$ cat src/rtl/if_prefetch_pkg.sv
// Shared fetch-path widths and defaults used by the IF and ID stages.
package if_prefetch_pkg;

   localparam int unsigned INST_ADDR_BUS = 32;
   localparam int unsigned INST_BUS      = 32;
   localparam int unsigned INST_BYTES    = INST_BUS / 8;

   localparam logic [INST_ADDR_BUS-1:0] RESET_PC_DEFAULT = 32'h0000_0000;

endpackage

$ cat src/rtl/inst_fifo.sv
// Synchronous prefetch FIFO holding {pc, instruction} pairs; wrap-bit pointers.
module inst_fifo #(
   parameter int unsigned WIDTH = 64,
   parameter int unsigned DEPTH = 4
) (
   input  logic                     clk,
   input  logic                     rst,
   input  logic                     clear,
   input  logic                     push,
   input  logic [WIDTH-1:0]         push_data,
   input  logic                     pop,
   output logic [WIDTH-1:0]         head,
   output logic                     full,
   output logic                     empty,
   output logic [$clog2(DEPTH):0]   count
);

   localparam int unsigned AW = $clog2(DEPTH);

   logic [AW:0]      wr_ptr;
   logic [AW:0]      rd_ptr;
   logic [WIDTH-1:0] mem [DEPTH];
   logic             do_push;
   logic             do_pop;

   assign empty   = (wr_ptr == rd_ptr);
   assign full    = (wr_ptr[AW] != rd_ptr[AW]) && (wr_ptr[AW-1:0] == rd_ptr[AW-1:0]);
   assign count   = wr_ptr - rd_ptr;
   assign head    = mem[rd_ptr[AW-1:0]];
   assign do_push = push && !full;
   assign do_pop  = pop && !empty;

   always_ff @(posedge clk) begin
      if (rst || clear) begin
         wr_ptr <= '0;
         rd_ptr <= '0;
      end else begin
         if (do_push) wr_ptr <= wr_ptr + (AW+1)'(1);
         if (do_pop)  rd_ptr <= rd_ptr + (AW+1)'(1);
      end
   end

   always_ff @(posedge clk) begin
      if (do_push) mem[wr_ptr[AW-1:0]] <= push_data;
   end

endmodule

$ cat src/rtl/if_prefetch.sv
// Instruction-fetch front end: PC, pipelined memory requests, prefetch FIFO toward ID,
// and redirect handling that flushes the FIFO and drops stale in-flight responses.
module if_prefetch
   import if_prefetch_pkg::*;
#(
   parameter int unsigned     XLEN        = INST_ADDR_BUS,
   parameter int unsigned     DEPTH       = 4,
   parameter int unsigned     OUTSTANDING = 2,
   parameter logic [XLEN-1:0] RESET_PC    = XLEN'(RESET_PC_DEFAULT)
) (
   input  logic            clk,
   input  logic            rst,
   output logic            mem_req_o,
   output logic [XLEN-1:0] mem_addr_o,
   input  logic            mem_ready_i,
   input  logic            mem_rvalid_i,
   input  logic [XLEN-1:0] mem_rdata_i,
   input  logic            redirect_i,
   input  logic [XLEN-1:0] redirect_pc_i,
   output logic            id_valid_o,
   input  logic            id_ready_i,
   output logic [XLEN-1:0] id_pc_o,
   output logic [XLEN-1:0] id_inst_o
);

   localparam int unsigned     CW      = $clog2(DEPTH) + 1;
   localparam logic [XLEN-1:0] PC_STEP = XLEN'(INST_BYTES);

   logic [XLEN-1:0]   fetch_pc;
   logic [XLEN-1:0]   resp_pc;
   logic [CW-1:0]     in_flight;
   logic [CW-1:0]     discard;
   logic [CW-1:0]     live;
   logic [CW-1:0]     fifo_count;
   logic [CW:0]       occupancy;
   logic              accept;
   logic              push;
   logic              pop;
   logic              fifo_full;
   logic              fifo_empty;
   logic [2*XLEN-1:0] head;

   // Credit rule: FIFO entries plus live in-flight responses never exceed DEPTH,
   // so every live response is guaranteed a slot on arrival.
   assign live      = in_flight - discard;
   assign occupancy = {1'b0, fifo_count} + {1'b0, live};
   assign mem_req_o = !rst && !redirect_i
                      && (in_flight < CW'(OUTSTANDING))
                      && (occupancy < (CW+1)'(DEPTH));
   assign mem_addr_o = fetch_pc;
   assign accept     = mem_req_o && mem_ready_i;

   assign push = mem_rvalid_i && !redirect_i && (discard == '0) && !fifo_full;
   assign pop  = !fifo_empty && id_ready_i && !redirect_i;

   assign id_valid_o = !fifo_empty;
   assign id_pc_o    = fifo_empty ? '0 : head[2*XLEN-1:XLEN];
   assign id_inst_o  = fifo_empty ? '0 : head[XLEN-1:0];

   inst_fifo #(
      .WIDTH (2 * XLEN),
      .DEPTH (DEPTH)
   ) u_fifo (
      .clk       (clk),
      .rst       (rst),
      .clear     (redirect_i),
      .push      (push),
      .push_data ({resp_pc, mem_rdata_i}),
      .pop       (pop),
      .head      (head),
      .full      (fifo_full),
      .empty     (fifo_empty),
      .count     (fifo_count)
   );

   always_ff @(posedge clk) begin
      if (rst) begin
         fetch_pc  <= RESET_PC;
         resp_pc   <= RESET_PC;
         in_flight <= '0;
         discard   <= '0;
      end else if (redirect_i) begin
         // Everything still outstanding after this edge belongs to the old path.
         fetch_pc  <= redirect_pc_i;
         resp_pc   <= redirect_pc_i;
         in_flight <= in_flight - CW'(mem_rvalid_i);
         discard   <= in_flight - CW'(mem_rvalid_i);
      end else begin
         if (accept) fetch_pc <= fetch_pc + PC_STEP;
         if (push)   resp_pc  <= resp_pc + PC_STEP;
         in_flight <= in_flight + CW'(accept) - CW'(mem_rvalid_i);
         if (mem_rvalid_i && (discard != '0)) discard <= discard - CW'(1);
      end
   end

endmodule

$ cat config.mk
export PLATFORM = sky130hd
export DESIGN_NAME = if_prefetch
export DESIGN_NICKNAME = d
export VERILOG_FILES = /design/src/rtl/if_prefetch_pkg.sv /design/src/rtl/inst_fifo.sv /design/src/rtl/if_prefetch.sv
export SDC_FILE = /design/constraint.sdc
export NUM_CORES = 1
export LEC_CHECK = 0
export BUFFER_PORTS_ARGS = -buffer_cell sky130_fd_sc_hd__buf_2
export CAP_MARGIN = 5
export CORE_MARGIN = 2
export CORE_UTILIZATION = 45
export CTS_CLUSTER_DIAMETER = 150
export DETAILED_ROUTE_END_ITERATION = 12
export HOLD_SLACK_MARGIN = 0.15
export PLACE_DENSITY = 0.76
export SLEW_MARGIN = 20
export SYNTH_ARGS = -nofsm -noshare
export SYNTH_HDL_FRONTEND = slang
export SYNTH_HIERARCHICAL = 1
export SYNTH_SLANG_ARGS = --single-unit
$ cat constraint.sdc
create_clock -name clk -period 12.6 [get_ports clk]
set_input_delay 1.26 -clock clk [delete_from_list [all_inputs] [get_ports clk]]
set_output_delay 1.26 -clock clk [all_outputs]
set_load 0.01 [all_outputs]
# After elaboration in Yosys (flattened, before gate mapping)
# Memory sizes are Yosys's and may differ from the RTL's. A register that Yosys moved wholly into a read port is not among the register bits.
# Index checks and enable logic that the tools add are counted.
# W data, S select, Z words.
[classes]
add_sub_neg = 11
mul = 0
n_div = 0
n_lt_le_gt_ge = 2
n_eq_ne = 3
shifts = 0
mux = 13
bitwise = 0
n_reduce_logical = 23
[ops]
columns = ["operator", "n"]
rows = [
  ["$mux W32", 6],
  ["$add A32 B3 Y32 const B", 2],
  ["$logic_and A1 B1 Y1", 13],
  ["$mux W3", 3],
  ["$add A3 B1 Y3 const B", 2],
  ["$reduce_bool A2 Y1", 3],
  ["$sub A3 B1 Y3", 2],
  ["$sub A3 B3 Y3", 2],
  ["$add A3 B3 Y4", 1],
  ["$logic_not A1 Y1", 4],
  ["$lt A4 B3 Y1 const B", 1],
  ["$mux W2", 2],
  ["$add A3 B1 Y3", 1],
  ["$eq A3 B3 Y1", 1],
  ["$logic_not A3 Y1", 1],
  ["$lt A3 B2 Y1 const B", 1],
  ["$reduce_bool A3 Y1", 1],
  ["$sub A3 B1 Y3 const B", 1],
  ["$eq A2 B2 Y1", 1],
  ["$mux W1", 2],
  ["$logic_or A1 B1 Y1", 1],
  ["$ne A1 B1 Y1", 1],
]
[word_totals]
ff_bits = 76
latchBits = 0
ram_bits = 256
mem_bits_ro = 0
inputBits = 70
output_inout_bits = 98
word_cells = 59
memories = 1
[mem_list]
columns = ["name", "depth", "word_bits", "read_ports", "rd_clocked_by_memory_dff", "write_ports", "line", "source"]
rows = [
  ["u_fifo.mem", 4, 64, 1, 1, 1, "inst_fifo.sv:22", "logic [WIDTH-1:0] mem [DEPTH];"],
]

# Logic depth before layout (Yosys ltp)
# Gate-level depths: netlist (run 1).
[logic_depth]
word_depth = 8
mapped_depth = 19

# Cells and area by module
# Netlist (run 1), hierarchy kept.
[by_module_without_submodules]
columns = ["module", "instances", "cells_per_inst", "area_each_um2", "seq_area_each_um2"]
rows = [
  ["inst_fifo", 1, 394, 9794.4, 7847.5],
  ["if_prefetch", 1, 568, 4460.5, 1401.3],
]

# Worst setup path after synthesis (run 1)
# OpenSTA, ideal clock, no wires.
[synth_timing]
path_type = "input -> register"
startpoint = "input redirect_i"
endpoint = "memory u_fifo.mem[3][0] (enable)"
setup_ps = 565
arrival_time_ps = 6479
t_required_ps = 12035
setup_slack_ps = 5555
path_stages = 6
n_path_buf = 3
path_cell_list = "buf_2 > clkbuf_1 > clkbuf_1 > nor2_1 > inv_1 > nor3_1"
[synth_via]
elab_chain_cells = 7
[synth_lines]
columns = ["item", "line", "source"]
rows = [
  ["from (decl)", "if_prefetch.sv:18", "input logic redirect_i,"],
  ["$logic_not A1 Y1", "if_prefetch.sv:53", "assign push = mem_rvalid_i && !redirect_i && (discard == '0) && !fifo_full;"],
  ["$logic_and A1 B1 Y1 (3 in series)", "if_prefetch.sv:53", ""],
  ["named net push", "if_prefetch.sv:37", "logic push;"],
  ["$logic_and A1 B1 Y1", "inst_fifo.sv:30", "assign do_push = push && !full;"],
  ["$mux W1", "inst_fifo.sv:44", "if (do_push) mem[wr_ptr[AW-1:0]] <= push_data;"],
  ["$mux W1 (not written as such)", "inst_fifo.sv:44", ""],
  ["to (decl)", "inst_fifo.sv:22", ""],
]
# The timed path passes the listed nets, and every way through them passes these cells.

==> flow_summary.json, run 1 <==
{
  "ys_ff_latch": 334,
  "syn_inst": 962,
  "cts_tree": "yes",
  "drt_iter0_markers": 590,
  "post_cts_resized": 0,
  "post_cts_buffers": 0,
  "finClkSkew_ps": 16.2,
  "max_slew.worst_pin.slew_ps": 1050,
  "synth.distinct_cells": 72,
  "via_count": 8630,
  "cp_max_fo": 43,
  "dp_cells": 1491,
  "clock_sinks": 334,
  "cts_max_level": 2,
  "finalCritPeriodShare_pct": 33.0,
  "core_area_um2": 31400,
  "drc_errors": 0,
  "io_buffers": 167,
  "boundaryPins": 168,
  "syn_nets": 1054,
  "end_kind": "output port",
  "drive_gt1_share_pct": 27.2,
  "diodes": 0,
  "antenna_found_initial": 0,
  "grt-ovfl-total": 0,
  "maxSlewHeadroom_pct": 30.3,
  "hpwl_mm": 18.1,
  "synth_common_cells": "256 x edfxtp_1, 78 x dfxtp_1, 64 x mux4_2, 64 x nor2b_1, 58 x nand2_1",
  "firstDrtPassIters": 5,
  "die_w_um": 182,
  "fmax_mhz": 240,
  "maxCapViolCount": 0,
  "initial_utilization_pct": 45.4,
  "grt_first_pass_wirelength_mm": 46.5,
  "crit_type": "reg -> out",
  "clk_latency_ps": 510,
  "clkTransAtPathRegs_ps": 60,
  "yosysSeqAreaShare_pct": 64.9,
  "fill_cells": 2609,
  "cts_root_buffer": "clkbuf_16",
  "utilization_pct": 52.7,
  "stdcell_count": 1554,
  "vias_per_cell": 5.55,
  "required_ps": 11340,
  "hold_path.class": "reg -> reg",
  "avgSynthCellArea_um2": 14.8,
  "clk_path_buf_depth": 3,
  "die_h_um": 182,
  "fin_setup_tns_ps": 0,
  "synth_top_cells_by_area": "edfxtp_1 54%, dfxtp_1 11%, mux4_2 10%, nor2b_1 2.8%, ha_1 1.7%",
  "powerDensity_nw_per_um2": 145,
  "ctsHoldBuffers": 0,
  "numCtsBuffers": 35,
  "grt_usage_pct": 18.0,
  "area.growth.synth_to_final_pct": 16.0,
  "synth.most_common_cell": "edfxtp_1",
  "yosysWarnings": 6,
  "synth-edff-count": 256,
  "async_reset_ff_share_pct": 0,
  "gp_congestion": 0.868,
  "crit_path_start_kind": "flop",
  "status": "finished clean",
  "routed_wl_mm": 29.8,
  "die_area_um2": 33100,
  "setup_violations": 0,
  "synth_top_cell_by_area": "edfxtp_1",
  "timing.reg2reg.setup_slack_ps": 8700,
  "num_rows": 65,
  "grt_max_degree": 67,
  "ant_nets": 0,
  "timing.hold.ws_ps": 453,
  "fin_nets": 1218,
  "arrival_ps": 2900,
  "grt_pass1_vias": 8341,
  "rsz0062_at_grt": "no",
  "p_leak_nw": 5.69,
  "peakVddDrop_mv": 0.0920,
  "syn_area_um2": 14300,
  "finalPower_mw": 2.40,
  "synth-main-ff-cell": "edfxtp_1",
  "finalHoldViolations": 0,
  "min_period_ps": 4160,
  "synth_top_area_share_pct": 53.9,
  "drv_slew": 0,
  "wl_per_cell_um": 19.1
}
## placed cells by master (no fill, tap or decap), drive strengths merged, types with 19 or more instances in the layout
| master | count |
|---|---|
| nor2 | 36 |
| nand2 | 58 |
| nand3 | 20 |
| ha | 19 |
| nor2b | 64 |
| buf | 174 |
| edfxtp | 256 |
| inv | 41 |
| xnor2 | 25 |
| dfxtp | 78 |
| mux4 | 64 |
| a21oi | 37 |
| nand4 | 19 |
| clkbuf | 51 |
## power by group
part	leakage (nW)	internal [mW]	switching [mW]
clock network	0.540	0.595	0.397
logic	2.17	0.0679	0.0882
registers	2.98	1.22	0.0303
total	5.69	1.88	0.516
## kinds of logic after synthesis
| kind of cell | Yosys count | synth area share [%] |
|---|---|---|
| DFF | 334 | 64.9 |
| and+or+nand+nor | 278 | 11.1 |
| AOI/OAI and AO/OA | 128 | 5.90 |
| buffers and inverters | 88 | 2.78 |
| muxes | 74 | 10.8 |
| xor gates and xnor gates | 38 | 2.39 |
| adders and majority gates | 22 | 2.09 |
## cell type report
| cell class | instances | area, um2 | share of cell area (%) |
|---|---|---|---|
| clock inverters | 12 | 103 | 0.621 |
| flip-flops and latches | 334 | 9260 | 56.0 |
| repair buffers | 174 | 888 | 5.37 |
| well taps | 402 | 503 | 3.04 |
| clock buffers | 51 | 1010 | 6.10 |
| inverters | 41 | 154 | 0.931 |
| multi-input cells | 540 | 4620 | 27.9 |
## final timing paths
| path | start | endpoint | cells past startpoint |
|---|---|---|---|
| setup / recovery | flop | id_pc_o[6] | 4 |
| hold / removal | mem_addr_o[0] | mem_addr_o[0] | 2 |
| setup reg to reg | u_fifo/wr_ptr[0] | in_flight[2] | 15 |
| hold reg to reg | mem_addr_o[0] | mem_addr_o[0] | 2 |
## state kept, by name, summed over array words and instances (netlist names), named ones only
register       count
mem_addr_o        32
u_fifo/wr_ptr      3
u_fifo/rd_ptr      3
u_fifo/mem       256
discard            3
resp_pc           32
in_flight          3
## per-stage QoR
step / setup slack, ps / area (um2)
floorplan: 5560 / 14300
global placement: 8730 / 15400
detailed placement: 8650 / 15400
CTS: 8290 / 16500
global route: 8150 / 16500
finish: 8440 / 16500
## worst max-delay path: stages, from the launching register on
cell     delay, ps
dfxtp_4        630
buf_4          750
mux4_2         620
nor2b_1        150
buf_2          170
## layer usage
metal  global-route usage, %  wire, um  vias up
met5                       0         0        -
met4                    4.61       510        0
met3                    3.29      2180       44
met2                    28.4     13700      334
met1                    26.0     13400     4232
li1                        -         -     4020
Note: power is estimated with default switching activity, not from simulation.
==> run 2, diff against run 1 <==
Clock period 12.6 ns to 4.05 ns, I/O delays scaled along.
==> run 2 against run 1 <==
Against the previous run:
- cell count grew 2.8%
- clock skew fell by 8.5 ps
- non-clock buffer count up 41
- worst setup slack lost 8000 ps
- sequential share of layout area decreased by 1.7 points
- routed wire length rose by 2.1%
==> flow_summary.json, run 2 (synthesis gave the netlist of run 1 again) <==
{
  "cts_root_buffer": "clkbuf_16",
  "setup_violations": 0,
  "crit_chain": "inv_1, ha_1, inv_1, fa_1, xnor2_1, xnor2_1, ha_1, nor4b_2, and4_4, inv_2, ha_1, inv_1, ha_1, fa_1, xnor2_1, nand2_1, a21oi_1",
  "timing.rr.end": "in_flight[2]",
  "firstDrtPassIters": 5,
  "area.growth.synth_to_final_pct": 19.7,
  "slowest_stage": "fa_1",
  "worst_path_most_repeated_cell": "ha_1",
  "setup_ws_ps": 475,
  "reg2reg_from": "in_flight[0]",
  "grt_first_pass_wirelength_mm": 47.9,
  "finalPower_mw": 7.62,
  "required_ps": 4490,
  "hold_path.class": "in -> reg",
  "cts_max_level": 2,
  "critPathMaxStageDelay_ps": 380,
  "finalHoldViolations": 0,
  "drt_iter0_markers": 645,
  "peakVddDrop_mv": 0.272,
  "num_rows": 65,
  "fin_setup_tns_ps": 0,
  "p_leak_nw": 5.92,
  "gp_congestion": 0.847,
  "diodes": 0,
  "startpoint": "in_flight[0]",
  "grt_pass1_vias": 8855,
  "crit_type": "reg -> reg",
  "max_slew.worst_pin.slew_ps": 971,
  "ant_nets": 0,
  "post-place-ws_ps": 464,
  "via_count": 8905,
  "hpwl_mm": 19.0,
  "fmax_mhz": 280,
  "drv_slew": 0,
  "grt-ovfl-total": 0,
  "utilization_pct": 54.3,
  "clk_latency_ps": 520,
  "clk_path_buf_depth": 3,
  "antenna_found_initial": 0,
  "min_period_ps": 3570,
  "wl_per_cell_um": 19.0,
  "maxCapViolCount": 0,
  "cp_num_buf_inv": 4,
  "die_h_um": 182,
  "initial_utilization_pct": 45.4,
  "grt_usage_pct": 18.4,
  "final_common_cell": "edfxtp_1",
  "drc_errors": 0,
  "powerDensity_nw_per_um2": 446,
  "arrival_ps": 4020,
  "final_cell_mix": "256 x edfxtp_1, 167 x buf_2, 76 x dfxtp_1, 64 x nor2b_1, 64 x mux4_2",
  "end_kind": "flop",
  "maxSlewHeadroom_pct": 35.3,
  "status": "finished clean",
  "fin_nets": 1260,
  "vias_per_cell": 5.58,
  "cp-endpoint": "in_flight[2]",
  "finClkSkew_ps": 7.68,
  "path_delay_family": "adder cells",
  "crit_cells": 17,
  "largest_register_ffs": 256,
  "boundaryPins": 168,
  "grt_max_degree": 65,
  "io_buffers": 167,
  "rsz0062_at_grt": "no",
  "cts_tree": "yes",
  "die_area_um2": 33100,
  "clock_sinks": 334,
  "rr_worst_depth": 17,
  "drive_gt1_share_pct": 27.4,
  "die_w_um": 182,
  "core_area_um2": 31400,
  "crit_path_start_kind": "flop",
  "cp_max_fo": 13,
  "finalCritPeriodShare_pct": 88.3,
  "routed_wl_mm": 30.4,
  "clkTransAtPathRegs_ps": 60,
  "timing.reg2reg.setup_slack_ps": 480,
  "numCtsBuffers": 36
}
==> run 2: area by class of cell <==
cell class / instances / area (um2)
fill: 2554 / 14300
clock buffer: 44 / 972
timing repair buffer: 215 / 1360
clock inverter: 21 / 194
inverter: 41 / 154
sequential: 334 / 9260
tap: 402 / 503
multi-input combinational: 540 / 4620
==> run 2: worst min path at each step <==
| stage | start | endpoint | slack [ps] | cells past startpoint |
|---|---|---|---|---|
| floorplan | resp_pc[0] | u_fifo/mem[0][32] | 460 | 0 |
| finish | redirect_pc_i[4] | resp_pc[4] | 170 | 3 |
| global route | redirect_pc_i[20] | mem_addr_o[20] | 170 | 3 |
| detailed placement | mem_addr_o[1] | mem_addr_o[1] | 450 | 2 |
| global placement | mem_addr_o[0] | mem_addr_o[0] | 440 | 2 |
| CTS | redirect_pc_i[31] | resp_pc[31] | 150 | 3 |
==> run 2: layer usage <==
metal / GRT usage (%) / share of wire (%)
met5: 0 / 0
met2: 29.1 / 46
met1: 26.5 / 44
met4: 4.94 / 1.7
met3: 3.27 / 7.6
==> run 2: tightest hold or removal path: cells and delay by family <==
family | cells | cell delay, ps
mux | 1 | 60
buf+inv | 1 | 100
simple gates | 1 | 70
==> run 2: where the power goes <==
group	leakage (nW)	switching, mW	internal [mW]
combinational	2.36	0.286	0.245
sequential	2.98	0.0953	3.80
clock	0.570	1.29	1.91
==> run 2: what timing repair did <==
item / in CTS / in global routing
hold endpoints to repair: 131 / 0
hold buffers: 34 / 0
setup buffers: 0 / 0
resized for setup: 0 / 0
==> run 2: metrics by stage <==
stage / hold slack (ps) / area [um2] / std cells
after global placement: 445 / 15600 / 1498
after CTS: 151 / 17100 / 1597
after detailed placement: 449 / 15600 / 1498
after floorplan: 460 / 14300 / 962
after global routing: 174 / 17100 / 1597
final: 169 / 17100 / 1597
==> run 3, diff against run 2 <==
Settings changed: ABC_AREA set to 1.
==> run 3 against run 2 <==
Against the previous run:
- cell count up 41%
- sequential power about the same
- first-iteration DRC count up 77%
- die area up 6.8%
- global-route usage up 2.7 points
==> flow_summary.json, run 3 <==
{
  "ys_ff_latch": 334,
  "synth.most_common_cell": "nor2_1",
  "p_seq_share_pct": 49.0,
  "p_sw_share_pct": 23.4,
  "synth_top_area_share_pct": 50.4,
  "clock_sinks": 334,
  "syn_area_um2": 15200,
  "worst_path_most_repeated_cell": "ha_1",
  "min_period_ps": 3500,
  "yosysSeqAreaShare_pct": 60.7,
  "hp-start": "redirect_pc_i[1]",
  "diodes": 0,
  "end_kind": "flop",
  "final_common_cell": "nor2_1",
  "final_cell_mix": "303 x nor2_1, 256 x edfxtp_1, 243 x nand2_1, 167 x buf_2, 165 x inv_1",
  "synth-main-ff-cell": "edfxtp_1",
  "maxCapViolCount": 0,
  "die_h_um": 188,
  "clkTransAtPathRegs_ps": 60,
  "reg2reg_from": "u_fifo/wr_ptr[0]",
  "hold_depth": 3,
  "slowest_stage": "dfxtp_1",
  "drv_slew": 0,
  "path_delay_family": "adder cells",
  "stdcell_count": 2258,
  "hold_end": "resp_pc[1]",
  "die_w_um": 188,
  "boundaryPins": 168,
  "io_buffers": 167,
  "postPlaceCellArea_um2": 16400,
  "grt-ovfl-total": 0,
  "power.internal_mw": 6.11,
  "core_area_um2": 33400,
  "fin_area_um2": 18000,
  "gp_congestion": 0.926,
  "synth_common_cells": "307 x nor2_1, 256 x edfxtp_1, 243 x nand2_1, 166 x inv_1, 114 x o21ai_0",
  "die_area_um2": 35400,
  "required_ps": 4510,
  "crit_chain": "inv_1, ha_1, fa_1, xor2_1, ha_1, nor2_1, o21ai_0, nor2_4, nand2_4, ha_1, inv_1, ha_1, fa_1, xnor2_1, nand2_1, a21oi_1",
  "fmax_mhz": 285,
  "crit_path_start_kind": "flop",
  "powerDensity_nw_per_um2": 444,
  "finalCritPeriodShare_pct": 86.5,
  "clk_path_buf_depth": 3,
  "drc_errors": 0,
  "crit_type": "reg -> reg",
  "synth_top_cells_by_area": "edfxtp_1 50%, dfxtp_1 10%, nor2_1 7.6%, nand2_1 6.0%, inv_1 4.1%",
  "finalHoldViolations": 0,
  "grt_usage_pct": 21.1,
  "p_leak_nw": 7.13,
  "routed_wl_mm": 38.0,
  "hold_path.class": "in -> reg",
  "switching_power_mw": 1.87,
  "cp_max_fo": 24,
  "firstDrtPassIters": 5,
  "cts_tree": "yes",
  "via_count": 12100,
  "setup_violations": 0,
  "synth.distinct_cells": 42,
  "fin_nets": 1876,
  "dp_cells": 2160,
  "finalPower_mw": 7.98,
  "grt_first_pass_wirelength_mm": 59.9,
  "grt_max_degree": 79,
  "timing.hold.ws_ps": 164,
  "syn_nets": 1692,
  "clk_latency_ps": 530,
  "vias_per_cell": 5.34,
  "largest_register_ffs": 256,
  "num_rows": 67,
  "maxSlewHeadroom_pct": 47.7,
  "power_frac_comb_pct": 8.3,
  "syn_inst": 1600,
  "hpwl_mm": 23.9,
  "drt_iter0_markers": 1141,
  "critPathMaxStageDelay_ps": 400,
  "rsz0062_at_grt": "no",
  "wl_per_cell_um": 16.8,
  "cts_max_level": 2,
  "yosysWarnings": 6,
  "avgSynthCellArea_um2": 9.53,
  "rr_worst_depth": 16,
  "area.growth.synth_to_final_pct": 18.0,
  "status": "finished clean",
  "numCtsBuffers": 36,
  "fill_cells": 2890,
  "max_slew.worst_pin.slew_ps": 784,
  "initial_utilization_pct": 45.6,
  "fin_setup_tns_ps": 0,
  "pwr-share-clk_pct": 42.7,
  "arrival_ps": 3960,
  "drive_gt1_share_pct": 14.9,
  "cts_root_buffer": "clkbuf_16",
  "grt_pass1_vias": 11700,
  "synth-edff-count": 256,
  "synth_top_cell_by_area": "edfxtp_1",
  "ant_nets": 0,
  "peakVddDrop_mv": 0.299,
  "finClkSkew_ps": 30.5,
  "cp_num_buf_inv": 2,
  "async_reset_ff_share_pct": 0,
  "timing.reg2reg.setup_slack_ps": 550,
  "crit_cells": 16,
  "antenna_found_initial": 0,
  "timing.rr.end": "in_flight[2]"
}
run 3: changes by cell type after synthesis, sizes merged, moves of 19 or more:
cell | previous run | this run
buf | 17 | 39
nor2 | 36 | 317
nor2b | 64 | 0
nand3 | 20 | 78
nand2 | 58 | 245
inv | 41 | 171
o21ai | 15 | 179
mux4 | 64 | 0
o22ai | 2 | 70
a21oi | 37 | 56
run 3: cells by family (layout without fill, tap and decap cells):
logic type | count (synthesis) | count (layout) | synth area share [%]
buffers and inverters | 245 | 455 | 7.21
adders and majority gates | 22 | 22 | 1.95
xor gates and xnor gates | 17 | 17 | 0.977
DFF | 334 | 334 | 60.7
AOI/OAI and AO/OA | 322 | 322 | 11.4
and+or+nand+nor | 660 | 660 | 17.8
run 3: layout make-up:
class                           count  area (um2)  share of cell area (%)
Inverter                          173         653                    3.63
Clock buffer                       43         937                    5.21
Timing Repair Buffer              218        1350                    7.53
Clock inverter                     21         299                    1.66
Sequential cell                   334        9250                    51.5
Multi-Input combinational cell   1021        4930                    27.4
Tap cell                          448         561                    3.12
run 3: worst min-delay path: cells and delay by family:
kind / cells / cell delay (ps)
AOI/OAI and AO/OA: 1 / 130
buffers and inverters: 2 / 120
run 3: repair_timing:
action / CTS / global route
hold endpoints to repair: 131 / 0
hold buffers: 34 / 0
gates resized for setup: 0 / 0
buffers inserted: 0 / 0
run 3: metrics by stage:
stage	setup WS, ps	utilization [%]
after floorplan	-958	-
after global placement	639	49.1
after detailed placement	575	49.1
after CTS	561	53.8
after global routing	287	53.8
final	546	53.8
run 3: power by group through the flow:
stage / Sequential [mW] / Clock (mW) / Combinational, mW
after floorplan: 3.96 / 0 / 0.398
after global placement: 3.97 / 0 / 0.613
after detailed placement: 3.98 / 0 / 0.627
after CTS: 3.91 / 3.45 / 0.659
after global routing: 3.92 / 3.59 / 0.736
final: 3.91 / 3.41 / 0.659
run 3: layer usage:
layer / global-route usage [%] / wire [um]
met5: 0 / 0
met4: 6.36 / 862
met3: 3.29 / 2930
met2: 34.5 / 17400
met1: 29.2 / 16900
run 3: how the worst max path moves through the flow:
stage                           from               end  slack, ps
floorplan           u_fifo/wr_ptr[0]  u_fifo/mem[0][0]       -960
global placement    u_fifo/wr_ptr[0]      in_flight[2]        640
detailed placement  u_fifo/wr_ptr[0]      in_flight[2]        580
CTS                     in_flight[0]      in_flight[2]        560
global route        u_fifo/wr_ptr[0]      in_flight[2]        290
finish              u_fifo/wr_ptr[0]      in_flight[2]        550
